[src/rtl/integer_driver_pkg.sv]
`default_nettype none
// ==========================================================================
// Module   : integers_pkg
// Summary  : Shared types, write-select codes and enum helpers for the
//            integer_driver block.
// Revision : 1.0 - initial release
// ==========================================================================
package integers_pkg;

  // Enum with deliberately sparse encodings so the simulator sees
  // non-contiguous legal values.
  typedef enum int {
    A = 0,
    B = 1,
    C = 45,
    D = 123789
  } enum_e;

  // Run controller states.
  typedef enum logic {
    IDLE = 1'b0,
    RUN  = 1'b1
  } state_e;

  // Write-port target codes; 6 and 7 complete the handshake but change nothing.
  localparam logic [2:0] SEL_ENUM     = 3'd0;
  localparam logic [2:0] SEL_BYTE     = 3'd1;
  localparam logic [2:0] SEL_SHORTINT = 3'd2;
  localparam logic [2:0] SEL_INT      = 3'd3;
  localparam logic [2:0] SEL_LONGINT  = 3'd4;
  localparam logic [2:0] SEL_INTEGER  = 3'd5;

  // Next member of the A->B->C->D->A sequence (never an arithmetic increment).
  function automatic enum_e enum_next(enum_e v);
    enum_e n;
    case (v)
      A:       n = B;
      B:       n = C;
      C:       n = D;
      default: n = A;
    endcase
    return n;
  endfunction

  // Map a raw write value onto a legal member; unknown encodings become A.
  function automatic enum_e enum_from_bits(logic [31:0] v);
    enum_e n;
    case (v)
      32'd1:      n = B;
      32'd45:     n = C;
      32'd123789: n = D;
      default:    n = A;
    endcase
    return n;
  endfunction

endpackage
`default_nettype wire

[src/rtl/integer_driver_if.sv]
`default_nettype none
// ==========================================================================
// Module   : integer_driver_if
// Summary  : Valid/ready write port carrying a target select and a 64-bit
//            value into integer_driver.
// Revision : 1.0 - initial release
// ==========================================================================
interface integer_driver_if;

  logic        wr_valid;
  logic        wr_ready;
  logic [2:0]  wr_sel;
  logic [63:0] wr_data;

  modport master (
    output wr_valid,
    output wr_sel,
    output wr_data,
    input  wr_ready
  );

  modport slave (
    input  wr_valid,
    input  wr_sel,
    input  wr_data,
    output wr_ready
  );

endinterface
`default_nettype wire

[src/rtl/integer_driver_ctrl.sv]
`default_nettype none
// ==========================================================================
// Module   : integer_driver_ctrl
// Summary  : IDLE/RUN controller for integer_driver. Latches the step,
//            counts update cycles and produces busy, done and wr_ready.
// Revision : 1.0 - initial release
// ==========================================================================
module integer_driver_ctrl
  import integers_pkg::*;
#(
  parameter int               NUM_STEPS    = 16,
  parameter logic signed [7:0] STEP_DEFAULT = 8'sd1
) (
  input  wire logic              clk,
  input  wire logic              rst_n,
  input  wire logic              start,
  input  wire logic              stop,
  input  wire logic [7:0]        step_i,
  output logic                   busy,
  output logic                   done,
  output logic                   wr_ready,
  output logic                   update_en,
  output logic signed [7:0]      step
);

  // Counter value on the final update cycle of a run.
  localparam logic [15:0] c_last_count = 16'(NUM_STEPS - 1);

  state_e             r_state;
  logic [15:0]        r_count;
  logic signed [7:0]  r_step;
  logic               r_busy;
  logic               r_done;
  logic               r_wr_ready;

  // Value registers advance on every RUN cycle that is not being aborted.
  assign update_en = (r_state == RUN) && !stop;

  assign busy     = r_busy;
  assign done     = r_done;
  assign wr_ready = r_wr_ready;
  assign step     = r_step;

  // Run state machine with registered busy/done/wr_ready and step latch.
  always_ff @(posedge clk or negedge rst_n) begin
    if (!rst_n) begin
      r_state    <= IDLE;
      r_count    <= '0;
      r_step     <= '0;
      r_busy     <= 1'b0;
      r_done     <= 1'b0;
      r_wr_ready <= 1'b1;
    end else begin
      r_done <= 1'b0;
      case (r_state)
        IDLE: begin
          if (start) begin
            r_state    <= RUN;
            r_count    <= '0;
            r_step     <= (step_i == 8'd0) ? STEP_DEFAULT : step_i;
            r_busy     <= 1'b1;
            r_wr_ready <= 1'b0;
          end
        end
        RUN: begin
          if (stop) begin
            // Abort: this cycle's update is suppressed and no done pulse.
            r_state    <= IDLE;
            r_busy     <= 1'b0;
            r_wr_ready <= 1'b1;
          end else if (r_count == c_last_count) begin
            r_state    <= IDLE;
            r_busy     <= 1'b0;
            r_wr_ready <= 1'b1;
            r_done     <= 1'b1;
          end else begin
            r_count <= r_count + 16'd1;
          end
        end
        default: begin
          r_state    <= IDLE;
          r_busy     <= 1'b0;
          r_wr_ready <= 1'b1;
        end
      endcase
    end
  end

endmodule
`default_nettype wire

[src/rtl/integer_driver.sv]
`default_nettype none
// ==========================================================================
// Module   : integer_driver
// Summary  : Drives one output of each SV integer kind from registered
//            state. Values load through a valid/ready write port and can be
//            auto-stepped by a run controller with signed wrap-around.
// Revision : 1.0 - initial release
// ==========================================================================
module integer_driver
  import integers_pkg::*;
#(
  parameter int               NUM_STEPS    = 16,
  parameter logic signed [7:0] STEP_DEFAULT = 8'sd1
) (
  input  wire logic       clk,
  input  wire logic       rst_n,
  integer_driver_if.slave wr,
  input  wire logic       start,
  input  wire logic       stop,
  input  wire logic [7:0] step_i,
  output enum_e           enum_output,
  output byte             byte_output,
  output shortint         shortint_output,
  output int              int_output,
  output longint          longint_output,
  output integer          integer_output,
  output logic            busy,
  output logic            done
);

  logic               w_update_en;
  logic               w_wr_fire;
  logic signed [7:0]  w_step;
  logic signed [15:0] w_step16;
  logic signed [31:0] w_step32;
  logic signed [63:0] w_step64;

  enum_e              r_enum;
  logic signed [7:0]  r_byte;
  logic signed [15:0] r_short;
  logic signed [31:0] r_int;
  logic signed [63:0] r_long;
  integer             r_integer;

  integer_driver_ctrl #(
    .NUM_STEPS    (NUM_STEPS),
    .STEP_DEFAULT (STEP_DEFAULT)
  ) u_ctrl (
    .clk       (clk),
    .rst_n     (rst_n),
    .start     (start),
    .stop      (stop),
    .step_i    (step_i),
    .busy      (busy),
    .done      (done),
    .wr_ready  (wr.wr_ready),
    .update_en (w_update_en),
    .step      (w_step)
  );

  assign w_wr_fire = wr.wr_valid && wr.wr_ready;

  // Sign-extend the latched step to every target width.
  assign w_step16 = {{8{w_step[7]}}, w_step};
  assign w_step32 = {{24{w_step[7]}}, w_step};
  assign w_step64 = {{56{w_step[7]}}, w_step};

  assign enum_output     = r_enum;
  assign byte_output     = r_byte;
  assign shortint_output = r_short;
  assign int_output      = r_int;
  assign longint_output  = r_long;
  assign integer_output  = r_integer;

  // Value registers: writes only land in IDLE, steps only in RUN, so the
  // two branches never compete.
  always_ff @(posedge clk or negedge rst_n) begin
    if (!rst_n) begin
      r_enum    <= A;
      r_byte    <= '0;
      r_short   <= '0;
      r_int     <= '0;
      r_long    <= '0;
      r_integer <= '0;
    end else if (w_wr_fire) begin
      case (wr.wr_sel)
        SEL_ENUM:     r_enum    <= enum_from_bits(wr.wr_data[31:0]);
        SEL_BYTE:     r_byte    <= wr.wr_data[7:0];
        SEL_SHORTINT: r_short   <= wr.wr_data[15:0];
        SEL_INT:      r_int     <= wr.wr_data[31:0];
        SEL_LONGINT:  r_long    <= wr.wr_data;
        SEL_INTEGER:  r_integer <= wr.wr_data[31:0];
        default:      ;
      endcase
    end else if (w_update_en) begin
      r_enum    <= enum_next(r_enum);
      r_byte    <= r_byte + w_step;
      r_short   <= r_short + w_step16;
      r_int     <= r_int + w_step32;
      r_long    <= r_long + w_step64;
      r_integer <= r_integer + w_step32;
    end
  end

endmodule
`default_nettype wire

[src/flat_wrapper.sv]
// flat-port wrapper written by rule: the top's interface ports become plain ports
module integer_driver_flat import integers_pkg::*;
#(
  parameter int               NUM_STEPS    = 16,
  parameter logic signed [7:0] STEP_DEFAULT = 8'sd1
)
  (clk, rst_n, start, stop, step_i, enum_output, byte_output, shortint_output, int_output, longint_output, integer_output, busy, done, wr_wr_valid, wr_wr_sel, wr_wr_data, wr_wr_ready);
  integer_driver_if wr_i ();
  input  wire logic clk;
  input  wire logic rst_n;
  input  wire logic start;
  input  wire logic stop;
  input  wire logic [7:0] step_i;
  output enum_e enum_output;
  output byte byte_output;
  output shortint shortint_output;
  output int int_output;
  output longint longint_output;
  output integer integer_output;
  output logic busy;
  output logic done;
  input wire logic [$bits(wr_i.wr_valid)-1:0] wr_wr_valid;
  input wire logic [$bits(wr_i.wr_sel)-1:0] wr_wr_sel;
  input wire logic [$bits(wr_i.wr_data)-1:0] wr_wr_data;
  output wire logic [$bits(wr_i.wr_ready)-1:0] wr_wr_ready;
  assign wr_i.wr_valid = wr_wr_valid;
  assign wr_i.wr_sel = wr_wr_sel;
  assign wr_i.wr_data = wr_wr_data;
  assign wr_wr_ready = wr_i.wr_ready;
  integer_driver #(.NUM_STEPS(NUM_STEPS), .STEP_DEFAULT(STEP_DEFAULT)) u_core (.clk(clk), .rst_n(rst_n), .wr(wr_i), .start(start), .stop(stop), .step_i(step_i), .enum_output(enum_output), .byte_output(byte_output), .shortint_output(shortint_output), .int_output(int_output), .longint_output(longint_output), .integer_output(integer_output), .busy(busy), .done(done));
endmodule
[config.mk]
export PLATFORM = sky130hd
export DESIGN_NAME = integer_driver_flat
export DESIGN_NICKNAME = d
export VERILOG_FILES = /design/src/rtl/integer_driver_pkg.sv /design/src/rtl/integer_driver_if.sv /design/src/rtl/integer_driver_ctrl.sv /design/src/rtl/integer_driver.sv /design/src/flat_wrapper.sv
export SDC_FILE = /design/constraint.sdc
export NUM_CORES = 1
export LEC_CHECK = 0
export BUFFER_PORTS_ARGS = -buffer_cell sky130_fd_sc_hd__buf_2
export CORE_UTILIZATION = 40
export DETAILED_ROUTE_END_ITERATION = 7
export PLACE_DENSITY = 0.69
export SYNTH_ARGS = -nofsm -noshare
export SYNTH_HDL_FRONTEND = slang
export SYNTH_SLANG_ARGS = --single-unit
[constraint.sdc]
create_clock -name clk -period 5.4 [get_ports clk]
set_input_delay 0.54 -clock clk [delete_from_list [all_inputs] [get_ports clk]]
set_output_delay 0.54 -clock clk [all_outputs]
set_load 0.005 [all_outputs]
==> results of run 1 <==
[power groups by stage]
stage               Clock, mW  Combinational (mW)  Sequential, mW
floorplan                   0                6.20            2.54
global placement            0                8.23            2.72
detailed placement          0                8.32            2.74
CTS                      1.39                8.38            2.72
global route             1.45                9.41            2.80
finish                   1.36                8.45            2.73
[worst max-delay path: cells and delay by family, from the launching register on]
kind,cells,cell delay (ns)
XOR/XNOR,1,0.17
adder cells (fa/ha/maj),1,0.30
flip-flops,1,1.03
AO/OA/AOI/OAI,5,1.05
buffers and inverters,1,0.31
AND/OR/NAND/NOR,4,0.90
[cell type report]
type	instances	area [um2]	share of cell area
diodes	2	5.00	0.000274
clock buffers	17	425	0.0233
clock inverters	15	208	0.0114
inverters	48	180	0.00985
multi-input cells	1662	10800	0.591
flip-flops and latches	184	4610	0.252
well taps	525	657	0.0359
repair buffers	265	1400	0.0764
[worst paths after layout]
path | start | end | slack (ns) | cells past startpoint
hold / removal | rst_n | u_core.longint_output[51] | 0.15 | 1
min in group clk | step_i[2] | u_core.u_ctrl.step[2] | 0.28 | 3
max in group asynchronous | rst_n | u_core.longint_output[9] | 4.10 | 2
setup reg to reg | u_core.u_ctrl.step[7] | u_core.longint_output[61] | 1.44 | 12
setup / recovery | u_core.u_ctrl.step[7] | u_core.longint_output[61] | 1.44 | 12
hold reg to reg | u_core.integer_output[24] | u_core.integer_output[24] | 0.52 | 2
[cell families after synthesis]
family,Yosys count
AOI/OAI and AO/OA,680
xor gates and xnor gates,127
other,1
buffers and inverters,165
DFF,184
and+or+nand+nor,673
muxes,8
adders and majority gates,153
[cells in the mapped netlist (all sizes together), types with 24 or more instances]
master,count
nand3,46
dfrtp,183
o21a,24
xor2,51
nand4,28
clkbuf,69
xnor2,76
o21ai,121
buf,47
nor3,30
ha,148
a31oi,81
nand2,213
and3,29
or3,28
nor2,212
a21o,67
inv,48
a21oi,236
[stage by stage]
stage / hold WS (ns) / worst slack, ns / power [mW] / cells / cell area [um2]
4_1_cts: 0.204 / 1.42 / 12.5 / 2716 / 18300
3_5_place_dp: 0.494 / 1.47 / 11.1 / 2684 / 17700
6_report: 0.147 / 1.44 / 12.5 / 2718 / 18300
3_3_place_gp: 0.488 / 1.43 / 11.0 / 2684 / 17700
2_1_floorplan: 0.244 / 0.614 / 8.74 / 2011 / 16200
5_1_grt: 0.224 / 1.13 / 13.7 / 2717 / 18300
[state kept, by name, summed over array words and instances (netlist names)]
register,cells
u_core.longint_output,64
u_core.int_output,32
u_core.integer_output,32
u_core.shortint_output,16
u_core.u_ctrl.r_count,16
u_core.byte_output,8
u_core.u_ctrl.step,8
u_core.enum_output,4
u_core.u_ctrl.busy,1
u_core.u_ctrl.done,1
u_core.u_ctrl.r_state,1
u_core.u_ctrl.wr_ready,1
[layout by cell type (no fill, tap or decap), types with 21 or more instances in the layout]
master,n
buf_2,244
nand2b_1,23
o21ai_0,91
a31oi_1,78
ha_1,148
or3_1,27
conb_1,21
o21bai_1,21
nor3_1,29
dfrtp_1,182
nand4_1,28
xnor2_1,76
inv_1,48
nor2_1,209
o21ai_1,23
xor2_1,51
o21a_1,24
nand3_1,46
nand2_1,211
a21oi_1,231
a21o_1,67
and3_1,28
[metal layers]
metal  GRT usage  up-vias
met5           0        -
met4       0.112        2
met3      0.0526      101
met2       0.415      660
met1       0.363     7581
li1            -     7648
==> flow_summary.json, run 1 <==
{
  "cts-resized-gates": 0,
  "crit_chain": "buf_12 > ha_1 > nand4_1 > nor4_1 > nand3_1 > a21oi_2 > nor3_4 > a22oi_4 > o21ai_2 > o31ai_2 > xnor2_1 > o21ai_1",
  "row_count": 73,
  "worstSetupEndpointType": "register",
  "startpoint_type": "register",
  "seq_area_frac_synth": 0.286,
  "top_layer": "met5",
  "ir_drop_mv": 0.267,
  "netSwitchingPower_mw": 6.27,
  "grt-ovfl-total": 0,
  "num-fill-cells": 3953,
  "setup_tns_ns": 0,
  "fmax_mhz": 253,
  "ant_nets": 0,
  "crit_arrival_ns": 4.27,
  "async_flop_share": 1.00,
  "initial_core_util": 0.405,
  "ys_ff_latch": 184,
  "synth_compound_area_frac": 0.276,
  "relSlewSlack": 0.312,
  "p_int_mw": 6.26,
  "synth.area.mux_share": 0.00529,
  "cts.sinks": 184,
  "skew_ns": 0.0174,
  "p_seq_frac": 0.217,
  "route.detailed.drc": 0,
  "max_stage_delay_ns": 1.03,
  "grt_use_total": 0.268,
  "cts_setup_buffers": 0,
  "synth_top_area_share": 0.285,
  "p_leak_nw": 8.43,
  "synth_area_per_cell_um2": 8.08,
  "cts_max_path_buffers": 2,
  "status": "finished, final reports clean",
  "hold_violations": 0,
  "cap_violations": 0,
  "rsz0062_at_grt": "false",
  "vias_per_cell": 5.88,
  "die_area_mm2": 0.0410,
  "clock-root-buffer": "clkbuf_16",
  "wire_per_inst_um": 20.3,
  "period_share": 0.733,
  "path_clk_slew_ns": 0.09,
  "die_x_um": 203,
  "synth-xor-area-share": 0.0691,
  "cts_made_buffers": 17,
  "synthDistinctLibCells": 96,
  "met2_length_mm": 24.6,
  "drt_iter0_markers": 1295,
  "grt_pass1_wl_mm": 85.7,
  "grt_max_degree": 101,
  "synth_simple_gate_area_share": 0.193,
  "path_class": "reg2reg",
  "wirelength_mm": 55.3,
  "synth_area_leader_cell": "dfrtp_1",
  "min_period_ns": 3.96,
  "vias": 16000,
  "power_density_mw_per_mm2": 685,
  "drive_gt1_frac": 0.162,
  "synth_warnings": 0,
  "grt_pass1_vias": 15000,
  "switching_share": 0.501,
  "dominantRegCellSynth": "dfrtp_1",
  "cpMaxStageDelayCell": "dfrtp_4",
  "worst_hold_path_type": "in2async",
  "die_height_um": 203,
  "gp_congestion": 0.967,
  "antenna_found_initial": 3,
  "combPwrFrac": 0.674,
  "fin_util": 0.460,
  "netlist_instances": 1991,
  "hpwl_mm": 42.1,
  "tightest_slew_ns": 1.03,
  "required_ns": 5.71,
  "cts_max_level": 4,
  "final_nets": 2411,
  "cp_max_fo": 71,
  "area_growth_syn_to_layout_pct": 13.7,
  "netlist_area_mm2": 0.0161,
  "drt_pass1_iterations": 5,
  "ctsHoldBuffers": 0,
  "drv_slew": 0,
  "portBuffers": 245,
  "synthAdderAreaFrac": 0.121,
  "coreArea_mm2": 0.0397,
  "cts_tree": "built",
  "synth_edf_count": 0,
  "wl_met3_mm": 4.36,
  "wl_met1_mm": 24.2,
  "setup_viol": 0,
  "synth_top_family_by_area": "compound AO/OA/AOI/OAI gates",
  "pin_count": 267,
  "clkPwrFrac": 0.109,
  "synthTopCellsByArea": "dfrtp_1, ha_1, a21oi_1, nand2_1, nor2_1",
  "clock_latency_ns": 0.47
}
(Power assumes the default switching activity.)
==> inputs of run 2 (changes only) <==
ABC_AREA = 1   (was not set)
PLACE_DENSITY = 0.68   (was 0.69)
clock period = 3.8 ns   (was 5.4 ns; I/O delays follow)
==> run 2 against run 1 <==
  * Utilization decreased by 0.34 points
  * Clock power is 41% higher
  * Routed wire length rose by 34%
  * Sequential power grew 42%
  * Combinational power grew 61%
  * Global-route usage rose by 2.9 points
  * Die area grew 21%
==> flow_summary.json, run 2 <==
{
  "ys_top_cells_by_count": "nand2_1, nor2_1, inv_1, a21oi_1, nand3_1",
  "synth_most_common_cell": "nand2_1",
  "required_ns": 4.20,
  "rsz0062_at_grt": "false",
  "synthDistinctLibCells": 47,
  "cp_max_fo": 62,
  "final_cell_mix": "nand2_1, nor2_1, inv_1",
  "grt_pass1_wl_mm": 113,
  "status": "finished, final reports clean",
  "die_height_um": 223,
  "synth_top_area_share": 0.234,
  "ys_ff_latch": 184,
  "path_class": "reg2reg",
  "cap_violations": 0,
  "portBuffers": 245,
  "clock-root-buffer": "clkbuf_16",
  "gp_congestion": 1.00,
  "drt_pass1_iterations": 6,
  "wirelength_mm": 73.9,
  "initial_core_util": 0.408,
  "ant_nets": 0,
  "worstSetupEndpointType": "register",
  "dpl_cell_area_mm2": 0.0213,
  "synthTopCellsByArea": "dfrtp_1, nand2_1, nor2_1, ha_1, inv_1",
  "antenna_found_initial": 3,
  "route.detailed.drc": 0,
  "die_x_um": 223,
  "power_density_mw_per_mm2": 888,
  "hpwl_mm": 58.9,
  "drt_iter0_markers": 2052,
  "grt-ovfl-total": 0,
  "seq_area_frac_synth": 0.235,
  "vias_per_cell": 5.21,
  "min_period_ns": 3.17,
  "grt_use_total": 0.297,
  "die_area_mm2": 0.0498,
  "grt_pass1_vias": 19600,
  "hold_violations": 0,
  "coreArea_mm2": 0.0479,
  "setup_viol": 0,
  "num-fill-cells": 5185,
  "period_share": 0.834,
  "path_clk_slew_ns": 0.08,
  "vias": 21700,
  "tightest_slew_ns": 1.05,
  "grt_max_degree": 157,
  "stdcell_area_mm2": 0.0219,
  "synth_area_leader_cell": "dfrtp_1",
  "crit_arrival_ns": 3.57,
  "drv_slew": 0,
  "final_nets": 3778,
  "p_leak_nw": 12.3,
  "drive_gt1_frac": 0.105,
  "cts_max_level": 4,
  "pin_count": 267,
  "cts.sinks": 184,
  "largest_reg_flops": 64,
  "netlist_instances": 3325,
  "row_count": 80,
  "cts_setup_buffers": 0,
  "netlist_area_mm2": 0.0196,
  "synth_area_per_cell_um2": 5.88,
  "setup_tns_ns": 0,
  "dominantRegCellSynth": "dfrtp_1",
  "layout_commonest_cell": "nand2_1",
  "area_growth_syn_to_layout_pct": 12.0,
  "synth_edf_count": 0,
  "async_flop_share": 1.00,
  "synth_warnings": 0,
  "cts_tree": "built",
  "relSlewSlack": 0.300,
  "startpoint_type": "register",
  "clock_latency_ns": 0.51,
  "cts_made_buffers": 17,
  "worst_hold_path_type": "in2reg",
  "ir_drop_mv": 0.401,
  "wire_per_inst_um": 17.7,
  "fmax_mhz": 316,
  "cts_max_path_buffers": 2,
  "skew_ns": 0.0201
}
==> run 2: per-layer routing <==
| metal | vias to the layer above | share of wire | GRT usage |
|---|---|---|---|
| li1 | 11000 | - | - |
| met1 | 9857 | 0.46 | 0.425 |
| met2 | 813 | 0.41 | 0.435 |
| met3 | 103 | 0.092 | 0.0651 |
| met4 | 0 | 0.031 | 0.106 |
| met5 | - | 0 | 0 |
==> run 2: cell type report <==
cell class / instances / area (um2) / area share
inverters: 487 / 1830 / 0.0837
clock inverters: 12 / 135 / 0.00617
multi-input cells: 2588 / 12700 / 0.578
clock buffers: 20 / 457 / 0.0208
flip-flops and latches: 184 / 4610 / 0.210
diodes: 2 / 5.00 / 0.000228
well taps: 615 / 769 / 0.0351
repair buffers: 267 / 1440 / 0.0657
==> run 2: path summary, 6_finish.rpt <==
kind	startpoint	end	slack, ns	depth (start not counted)
setup / recovery	u_core.u_ctrl.step[7]	u_core.longint_output[57]	0.63	12
hold / removal	step_i[6]	u_core.u_ctrl.step[6]	0.08	3
setup reg to reg	u_core.u_ctrl.step[7]	u_core.longint_output[57]	0.63	12
hold reg to reg	u_core.u_ctrl.busy	u_core.u_ctrl.busy	0.49	2
max in group asynchronous	rst_n	u_core.u_ctrl.step[7]	2.40	3
min in group asynchronous	rst_n	u_core.u_ctrl.r_count[12]	0.47	2
==> run 2: cells by family (layout without fill, tap and decap cells) <==
| group | count (synthesis) | in the layout | synth area share |
|---|---|---|---|
| xor+xnor | 17 | 17 | 0.00761 |
| compound gates | 425 | 425 | 0.119 |
| other cells | 1 | 23 | 0.000192 |
| buf+inv | 573 | 786 | 0.122 |
| flops | 184 | 184 | 0.235 |
| fa+ha+maj | 153 | 153 | 0.0998 |
| simple gates | 1972 | 1972 | 0.416 |
==> run 2: critical path: stages, from the launching register on <==
cell     delay, ns
dfrtp_4       0.78
ha_1          0.52
nand2_1       0.12
nor2_1        0.29
nand3_1       0.19
nand3_1       0.23
nand3_1       0.10
nand2_1       0.28
nand2_1       0.17
nand3_1       0.10
nand3_1       0.08
nand2_1       0.09
nand2_1       0.04
==> run 2: repair_timing <==
item / 4_1_cts / 5_1_grt
hold buffers: 1 / 0
gates resized for setup: 0 / 0
hold endpoints to repair: 71 / 0
==> run 2: power breakdown <==
group	internal [mW]	switching, mW	leakage [nW]
Clock	0.960	0.957	0.286
Sequential	2.80	1.09	2.14
Combinational	4.80	8.85	9.90
Total	8.57	10.9	12.3
==> run 2: metrics by stage <==
step / hold slack (ns) / cells / total power, mW / utilization / setup slack [ns]
3_5_place_dp: 0.461 / 4140 / 17.3 / 0.444 / 0.764
2_1_floorplan: 0.0844 / 3345 / 13.0 / - / 0.895
4_1_cts: 0.0461 / 4173 / 19.3 / 0.457 / 0.725
3_3_place_gp: 0.462 / 4140 / 17.2 / 0.444 / 0.757
5_1_grt: 0.0677 / 4174 / 21.4 / 0.457 / 0.442
6_report: 0.0766 / 4175 / 19.5 / 0.457 / 0.631
==> inputs of run 3 (changes only) <==
clock period = 3.2 ns   (was 3.8 ns; I/O delays follow)
==> run 3 against run 2 <==
  * Utilization increased by 0.37 points
  * Non-clock buffer count increased by 22
  * Register-to-register slack got worse by 0.44 ns
  * Combinational power increased by 21%
  * Clock power increased by 19%
  * Clock skew increased by 0.00053 ns
  * Sequential power increased by 17%
  * Highest routed layer unchanged
==> flow_summary.json, run 3 (synthesis results as in run 2) <==
{
  "drive_gt1_frac": 0.111,
  "worstSetupEndpointType": "register",
  "area_growth_syn_to_layout_pct": 12.9,
  "antenna_found_initial": 2,
  "drt_iter0_markers": 1757,
  "clock_latency_ns": 0.52,
  "crit_arrival_ns": 3.43,
  "final_cell_mix": "nand2_1, nor2_1, inv_1",
  "portBuffers": 245,
  "cts_max_path_buffers": 2,
  "crit_chain": "buf_12 > buf_4 > ha_1 > nand2_1 > inv_1 > nand3_1 > nor2_1 > nor2_1 > nand2_1 > a21oi_1 > nand2_1 > nand2_1 > nand3_1 > nand2_1 > nand2_1",
  "grt_use_total": 0.304,
  "multi_input_area_mm2": 0.0127,
  "gp_congestion": 1.05,
  "grt.busiest_layer": "met2",
  "ant_nets": 0,
  "path_class": "reg2reg",
  "gr-usage-met3": 0.0727,
  "use_met2": 0.442,
  "stdcell_area_mm2": 0.0221,
  "cts_max_level": 4,
  "cp_max_fo": 42,
  "min_period_ns": 3.01,
  "grt_max_degree": 82,
  "num-fill-cells": 5205,
  "cpMaxStageDelayCell": "dfrtp_4",
  "row_count": 80,
  "grt_pass1_vias": 19800,
  "final-seq-area_mm2": 0.00461,
  "crit_path_frequent_cell": "nand2_1",
  "required_ns": 3.62,
  "path_clk_slew_ns": 0.09,
  "skew_ns": 0.0206,
  "grt-ovfl-total": 0,
  "cts_made_buffers": 17,
  "initial_core_util": 0.408,
  "final_nets": 3800,
  "grt_pass1_wl_mm": 115,
  "cts_tree": "built",
  "drv_slew": 0,
  "stdcell_count": 4197,
  "coreArea_mm2": 0.0479,
  "startpoint_type": "register",
  "pin_count": 267,
  "worst_hold_path_type": "in2reg",
  "fin_util": 0.461,
  "setup_tns_ns": 0,
  "die_height_um": 223,
  "setup_viol": 0,
  "tightest_slew_ns": 0.755,
  "layout_commonest_cell": "nand2_1",
  "cts.sinks": 184,
  "gr-usage-met1": 0.432,
  "place_ws_ns": 0.293,
  "ir_drop_mv": 0.505,
  "drt_pass1_iterations": 5,
  "crit_buf_inv": 3,
  "hold_violations": 0,
  "die_area_mm2": 0.0498,
  "route.detailed.drc": 0,
  "place_inst": 4162,
  "dpl_cell_area_mm2": 0.0215,
  "setup_slack_ns": 0.190,
  "p_leak_nw": 12.4,
  "hpwl_mm": 61.0,
  "fmax_mhz": 332,
  "wire_per_inst_um": 17.9,
  "power_density_mw_per_mm2": 1050,
  "vias": 21700,
  "cap_violations": 0,
  "period_share": 0.940,
  "relSlewSlack": 0.495,
  "wirelength_mm": 75.1,
  "critical-path-top-delay-family": "simple AND/OR/NAND/NOR gates",
  "clock-root-buffer": "clkbuf_16",
  "status": "finished, final reports clean",
  "vias_per_cell": 5.17,
  "die_x_um": 223,
  "max_stage_delay_ns": 0.69,
  "largest_reg_flops": 64,
  "cts_setup_buffers": 0,
  "rsz0062_at_grt": "false"
}
run 3: layer usage:
| layer | up-vias | wire length (um) |
|---|---|---|
| met5 | - | 0 |
| met1 | 9791 | 35200 |
| met2 | 794 | 30900 |
| met3 | 106 | 6710 |
| li1 | 11000 | - |
| met4 | 0 | 2410 |
run 3: area by class of cell:
cell class | count | share of cell area
Multi-Input combinational cell | 2588 | 0.573
Sequential cell | 184 | 0.209
Inverter | 487 | 0.0830
Timing Repair Buffer | 289 | 0.0727
Tap cell | 615 | 0.0348
Clock buffer | 17 | 0.0193
Clock inverter | 15 | 0.00816
Antenna cell | 2 | 0.000227
run 3: tightest hold or removal path, stage by stage:
cell and delay [ns]:
buf_2 0.09, nand2_1 0.05, nand2_1 0.05
run 3: path summary, 6_finish.rpt:
| kind | from | endpoint | slack, ns | depth (start not counted) |
|---|---|---|---|---|
| max in group asynchronous | rst_n | u_core.longint_output[43] | 1.83 | 3 |
| hold / removal | step_i[5] | u_core.u_ctrl.step[5] | 0.02 | 3 |
| setup / recovery | u_core.u_ctrl.step[7] | u_core.longint_output[62] | 0.19 | 15 |
| min in group asynchronous | rst_n | u_core.u_ctrl.r_count[13] | 0.37 | 2 |
| hold reg to reg | u_core.u_ctrl.busy | u_core.u_ctrl.busy | 0.48 | 2 |
| setup reg to reg | u_core.u_ctrl.step[7] | u_core.longint_output[62] | 0.19 | 15 |
run 3: power breakdown:
part	switching [mW]	leakage (nW)	internal, mW	total (mW)
clock network	1.23	0.283	1.06	2.29
logic	10.6	10.0	5.77	16.4
registers	1.22	2.14	3.33	4.55
run 3: per-stage QoR:
stage | total power [mW] | hold WS, ns
6_report | 23.2 | 0.0247
5_1_grt | 25.6 | 0.0209
4_1_cts | 23.0 | 0.00234
3_5_place_dp | 20.6 | 0.396
3_3_place_gp | 20.6 | 0.387
2_1_floorplan | 15.5 | 0.0244
run 3: what timing repair did:
action	in CTS	in global routing
hold endpoints to repair	72	0
hold buffers	1	0
resized for setup	0	0
